===== config.mk =====
export PLATFORM = sky130hd
export DESIGN_NAME = e203_exu_rf
export DESIGN_NICKNAME = d
export VERILOG_FILES = /design/src/rtl/e203_exu_rf.sv
export SDC_FILE = /design/constraint.sdc
export NUM_CORES = 2
export LEC_CHECK = 0
export CAP_MARGIN = 30
export CORE_UTILIZATION = 60
export DETAILED_ROUTE_END_ITERATION = 8
export PLACE_DENSITY_LB_ADDON = 0.2
export SETUP_SLACK_MARGIN = 0.2
export SLEW_MARGIN = 20
export SYNTH_ARGS = -nofsm -noshare
export SYNTH_HDL_FRONTEND = slang
export SYNTH_SLANG_ARGS = --single-unit
export TNS_END_PERCENT = 100

===== constraint.sdc =====
create_clock -name clk -period 6.1 [get_ports clk]
set_input_delay 1.22 -clock clk [delete_from_list [all_inputs] [get_ports clk]]
set_output_delay 1.22 -clock clk [all_outputs]
set_load 0.05 [all_outputs]

===== src/rtl/e203_exu_rf.sv =====
// ---------------------------------------------------------------------------
// e203_exu_rf -- integer register file of the E203 execution unit.
//
// x0 has no storage and always reads 0. x1..x(NREGS-1) are XLEN flops each.
// Both read ports are purely combinational and have no write bypass, so a
// write becomes visible only after the clock edge. x1 is also exported
// continuously on x1_r for the IFU branch predictor.
//
// Configuration macro: E203_RFREG_NUM_16_EN
//   undefined : 32 registers (RV32I).
//   defined   : 16 registers (RV32E). Indices with idx[4]=1 read 0 and
//               writes to them are dropped.
//
// Ports
//   clk            clock, all state updates on the rising edge
//   rst_n          synchronous reset, active HIGH despite the name
//                  (1 = clear x1..x31). Reset wins over a same-cycle write.
//   test_mode      DFT clock-gate bypass; has no functional effect
//   read_src1_idx  read port 1 index      read_src1_dat  read port 1 data
//   read_src2_idx  read port 2 index      read_src2_dat  read port 2 data
//   wbck_dest_wen  writeback enable
//   wbck_dest_idx  writeback index (writes to 0 are dropped)
//   wbck_dest_dat  writeback data
//   x1_r           current contents of x1
// ---------------------------------------------------------------------------

// One architectural register: reset-to-zero flop with a write enable.
module e203_exu_rf_ent #(
    parameter int XLEN = 32
) (
    input  logic            clk,
    input  logic            rst_i,
    input  logic            we_i,
    input  logic [XLEN-1:0] dat_i,
    output logic [XLEN-1:0] q_o
);
    logic [XLEN-1:0] q_q;
    logic [XLEN-1:0] q_d;

    assign q_d = we_i ? dat_i : q_q;

    always_ff @(posedge clk) begin
        if (rst_i) q_q <= '0;
        else       q_q <= q_d;
    end

    assign q_o = q_q;
endmodule

module e203_exu_rf #(
    parameter int XLEN        = 32,
    parameter int RFIDX_WIDTH = 5
) (
    input  logic                   clk,
    input  logic                   rst_n,
    input  logic                   test_mode,
    input  logic [RFIDX_WIDTH-1:0] read_src1_idx,
    output logic [XLEN-1:0]        read_src1_dat,
    input  logic [RFIDX_WIDTH-1:0] read_src2_idx,
    output logic [XLEN-1:0]        read_src2_dat,
    input  logic                   wbck_dest_wen,
    input  logic [RFIDX_WIDTH-1:0] wbck_dest_idx,
    input  logic [XLEN-1:0]        wbck_dest_dat,
    output logic [XLEN-1:0]        x1_r
);
`ifdef E203_RFREG_NUM_16_EN
    localparam int NREGS = 16;
`else
    localparam int NREGS = 32;
`endif
    localparam int IDXW = $clog2(NREGS);

    // Entry 0 is a hard zero; the rest come from the per-register flops.
    logic [NREGS-1:0][XLEN-1:0] rf;

    assign rf[0] = '0;

    genvar k;
    generate
        for (k = 1; k < NREGS; k++) begin : g_reg
            logic we;
            // Full-width compare: in 16-entry mode an index with idx[4]=1
            // never matches k < 16, so those writes drop naturally.
            assign we = wbck_dest_wen && (wbck_dest_idx == RFIDX_WIDTH'(k));

            e203_exu_rf_ent #(.XLEN(XLEN)) u_ent (
                .clk   (clk),
                .rst_i (rst_n),
                .we_i  (we),
                .dat_i (wbck_dest_dat),
                .q_o   (rf[k])
            );
        end
    endgenerate

`ifdef E203_RFREG_NUM_16_EN
    // Unimplemented upper half reads as zero.
    assign read_src1_dat = read_src1_idx[RFIDX_WIDTH-1] ? '0 : rf[read_src1_idx[IDXW-1:0]];
    assign read_src2_dat = read_src2_idx[RFIDX_WIDTH-1] ? '0 : rf[read_src2_idx[IDXW-1:0]];
`else
    assign read_src1_dat = rf[read_src1_idx[IDXW-1:0]];
    assign read_src2_dat = rf[read_src2_idx[IDXW-1:0]];
`endif

    assign x1_r = rf[1];

    // test_mode only steers clock-gate bypass in the gated-clock variant;
    // with plain enable flops it has nothing to drive.
    logic unused_test_mode;
    assign unused_test_mode = test_mode;
endmodule


## Word level (Yosys, flattened, before mapping)

Cells that the tools add are included.

| cells by class | value |
|---|---|
| magnitude comparators | 2 |
| bitwise gates (word level) | 0 |
| $mul | 0 |
| equality and inequality tests | 31 |
| muxes and demuxes | 4 |
| reduce and logical (&&, ||, !) cells | 31 |
| divide/modulo/power cells | 0 |
| shift-type cells | 0 |
| add/subtract/negate cells | 0 |

Operator list:

| cell | count |
|---|---|
| $bmux W32 S5 | 2 |
| $eq A5 B5 Y1 const B | 16 |
| $mux W32 | 2 |
| $eq A5 B4 Y1 const B | 8 |
| $logic_and A1 B1 Y1 | 31 |
| $eq A5 B3 Y1 const B | 4 |
| $lt A5 B6 Y1 const B | 2 |
| $eq A5 B2 Y1 const B | 2 |
| $eq A5 B1 Y1 const B | 1 |

| storage, ports and cells | value |
|---|---|
| bits in registers | 992 |
| memory bits (read-only) | 0 |
| RAM bits | 0 |
| input port bits | 51 |
| memories | 0 |
| latch bits | 0 |
| output and inout port bits | 96 |
| logic and storage cells | 99 |

## Longest topological paths before layout

| depth | value |
|---|---|
| word-level depth | 2 |
| gate-level depth with buffers | 8 |
| mapped depth without buffers | 4 |

## By module

A second synthesis with hierarchy kept.

| second synthesis, totals | value |
|---|---|
| cell total of the unflattened synthesis | 4653 |
| area, all modules | 52395.3 sq um |

Modules (own cells, without submodules):

| module | cells an instance | times used | sequential area each (sq um) | area an instance (sq um) |
|---|---|---|---|---|
| e203_exu_rf_ent | 103 | 31 | 640.6 | 1163.6 |
| e203_exu_rf | 1460 | 1 | 0.0 | 16323.2 |

## Worst setup path after synthesis

Ideal clock, no wire load.

| path | value |
|---|---|
| path type | in2out |
| from | in read_src1_idx[2] |
| to | out read_src1_dat[10] |
| buffers on the path | 3 |
| arrival | 3.684 ns |
| path slack | 1.196 ns |
| data required time | 4.880 ns |
| cell stages on the path | 7 |
| path through | clkbuf_1 -> clkbuf_1 -> buf_1 -> mux4_2 -> mux2i_1 -> and2_1 -> o31ai_1 |

| between the ends | value |
|---|---|
| word-level cells in the longest chain between the ends | 2 |

RTL lines:

| element | RTL line | RTL |
|---|---|---|
| start, declared | 57 | `input logic [RFIDX_WIDTH-1:0] read_src1_idx,` |
| $bmux W32 S5 | 101 | `assign read_src1_dat = rf[read_src1_idx[IDXW-1:0]];` |
| $mux W32 (implied by the code) | 101 |  |
| end, declared | 58 | `output logic [XLEN-1:0] read_src1_dat,` |

No other way between the ends. The select of a mux whose other input is x is not followed.

## Worst setup path after layout

| path | value |
|---|---|
| from | in read_src2_idx[0] |
| to | out read_src2_dat[15] |

| between the ends | value |
|---|---|
| word-level cells in the longest chain between the ends | 2 |

RTL lines:

| element | RTL line | RTL |
|---|---|---|
| start, declared | 59 | `input logic [RFIDX_WIDTH-1:0] read_src2_idx,` |
| $bmux W32 S5 | 102 | `assign read_src2_dat = rf[read_src2_idx[IDXW-1:0]];` |
| $mux W32 (implied by the code) | 102 |  |
| end, declared | 60 | `output logic [XLEN-1:0] read_src2_dat,` |

No other way between the ends. The select of a mux whose other input is x is not followed.

==> impl_results.md <==
- Tot GR Track Use: 0.459
- Setup Skew: 0 ns
- Initial DRT Pass Iterations: 6
- CTS Buffer Depth: 3
- Worst hold margin: 0.466 ns
- Syn_nets: around 5.7k
- Critical-path cell list: buf_8 -> buf_12 -> mux4_2 -> mux4_2 -> mux2_2 -> clkdlybuf4s50_1
- Initial antenna violation count: 9
- Area Growth Syn to Fin: 12.6%
- Iteration-0 DRC Markers: slightly below 8k
- Metal2 WL: around 83000 µm
- Vias per Instance: about 7
- Critical path start-end classification: input port to primary output
- Initial Util: 0.609
- Worst setup SP type: input port
- WL final: slightly below 200000 µm
- Final Slew Violations: 0
- Placed insts: 6422
- Final TNS setup: 0 ns
- Crit path time final: roughly 5.4 ns
- Ys flop type: dfxtp_1
- Post-route ant nets: 0
- EDFF count, synth: 0
- Layout cell share with drive strength beyond 1: 0.194
- CP max FO: 48
- Clock transition at path regs: 0.06 ns
- # hold bufs at CTS: 0
- Core Area: roughly 0.08 mm²
- Fillers: between 6k and 7k
- Final GP Congestion: ~0.9
- Wl on met1: about 65000 µm
- WP data required: a little under 5 ns
- Slew Limit Headroom: 0.235
- Mapped Cells: 5618
- Post-CTS sizing: 0
- Reg2Reg Launch Point: g_reg[1].u_ent.q_o[7]
- Largest net degree at the start of global routing: roughly 180
- WP data arrival: around 4.2 ns
- Setup violators final: 0
- CP Launch Point: read_src2_idx[0]
- Die Y: 291 µm
- Final Non-Filler Cells: ~6.6k
- Most used cell along the critical path: mux4_2
- Status: complete, no violations
- Vias in the first global route: between 40k and 50k
- LEAKAGE: roughly 19 nW
- Design area: around 0.056 mm²
- Ys Warns: 0
- Clock sink count: slightly below 1k
- Worst hold path type: flop to flop
- Clk_lat worst skew: a little under 0.7 ns
- Final design utilization: 0.686
- Met3 Routed Length: approximately 32000 µm
- # H-tree levels: 3
- Mapped cell area: between 0.05 and 0.06 mm²
- Pwr/cell area: roughly 260 mW/mm²
- First-pass GRT wire length: approximately 290000 µm
- Via count of the routed design: ~47k
- Setup repair bufs after CTS: 0
- Placement Cell Area: between 0.05 and 0.06 mm²
- Hold_sp: g_reg[23].u_ent.q_o[20]
- Layout Nets: ~5.5k
- Routed len/inst: around 30 µm
- Clock root buffer: clkbuf_16
- Period utilisation layout: 0.891
- Critical path's top delay family: buffers and inverters
- Slowest-stage cell, CP: clkdlybuf4s50_1
- Grt total ovfl: 0
- Sequential element share of the synthesized area: 0.396
- Synth unique cells: 29
- # IOs: 147
- Timing-limited maximum frequency: 0.184 GHz
- Num CTS Buffers: 105
- DR DRC count: 0
- CP max stage delay: 0.73 ns
- Worst-margin pin slew: approximately 1.1 ns
- Die width: between 200 and 300 µm
- #FFs+latches synth: 992
- # port buffers: roughly 150
- Worst path bufs/invs: 3
- Asr flop ratio synth: 0
- Die ar.: approximately 0.085 mm²
- CTS tree: built
- Site Rows: between 100 and 150
- Hold Vio Cnt, Final: 0
- RSZ-0062 raised after global routing: false
- Highest routed layer: met5
- Crit. End Element: primary output
- Post-DP HPWL: between 100000 and 150000 µm
- Maximum vdd drop: approximately 0.00025 V
- Max Cap Viol: 0
- Max reg flops: about 1000
- Syn avg cell area: between 8 and 9 µm²
-- power by group --
| part | switching [mW] | leakage, nW | internal (mW) |
|---|---|---|---|
| Clock | 2.78 | 1.75 | 3.87 |
| Combinational | 0.829 | 8.79 | 0.383 |
| Sequential | 0.0372 | 8.00 | 6.53 |
| Total | 3.64 | 18.5 | 10.8 |
-- routing by layer --
metal  vias to the layer above  track usage
li1                      19329            -
met1                     22094        0.562
met2                      3962        0.659
met3                      1128        0.166
met4                        16        0.349
met5                         -       0.0130
-- layout by cell type (no fill, tap or decap), types with 22 or more instances in the layout --
cell type	Yosys	routed
nand2_2	0	32
and2_1	39	33
o31ai_1	32	32
mux2i_1	96	96
clkdlybuf4s50_1	0	81
a22o_1	128	128
o22ai_1	32	32
clkbuf_16	0	108
buf_4	0	177
a21oi_1	992	992
o21ai_0	32	32
a211oi_1	32	32
clkinv_2	0	25
mux2_2	96	96
clkbuf_1	427	22
mux4_2	480	480
buf_12	0	40
dfxtp_1	992	992
nand2_1	2017	1985
-- path summary, 6_finish.rpt --
path | end | slack (ns) | cells past startpoint
min reg2reg | g_reg[23].u_ent.q_o[20] | 0.47 | 2
max reg2reg | g_reg[1].u_ent.q_o[7] | 5.11 | 2
max | read_src2_dat[15] | 0.66 | 6
min | g_reg[23].u_ent.q_o[20] | 0.47 | 2
-- through the flow --
step	setup WS [ns]	total power [mW]
after floorplan	1.20	7.43
after global placement	0.715	7.83
after detailed placement	0.696	7.86
after CTS	0.704	14.3
after global routing	0.593	14.7
final	0.664	14.4
-- cell families (layout without fill, tap and decap cells) --
group                  Yosys count  after routing  share of synthesized area
DFF                            992            992                      0.396
other                            0              5                          0
AOI/OAI and AO/OA             1248           1248                      0.138
buffers and inverters          601            533                     0.0479
and+or+nand+nor               2105           2105                      0.162
muxes                          672            672                      0.256
-- cells in the mapped netlist (all sizes together), types with 2 or more instances --
master	n	area share
dfxtp	992	0.40
nand4b	3	0.00052
mux2i	96	0.019
nor2b	6	0.00075
and4b	3	0.00060
a22o	128	0.022
a211oi	32	0.0048
clkbuf	427	0.032
mux4	480	0.22
o31ai	32	0.0048
a21oi	992	0.099
nor3	4	0.00040
nand2b	3	0.00037
nand2	2017	0.15
o21ai	32	0.0032
buf	173	0.016
nor2	14	0.0010
and2	49	0.0061
and4bb	2	0.00050
mux2	96	0.022
o22ai	32	0.0040
-- worst reg2reg max path: stages, from the launching register on --
cell     delay (ns)
dfxtp_1        0.67
nand2_1        0.10
a21oi_1        0.15
-- layout make-up --
cell class                      instances  area (µm²)  area share
Inverter                                1        3.75   0.0000664
Sequential cell                       992       19900       0.352
Timing Repair Buffer                  339        3580      0.0633
Clock inverter                         42         468     0.00828
Tap cell                             1070        1340      0.0237
Clock buffer                          151        3070      0.0544
Multi-Input combinational cell       4025       28200       0.498
Antenna cell                            5        12.5    0.000221
Note: power is estimated with default switching activity, not from simulation.
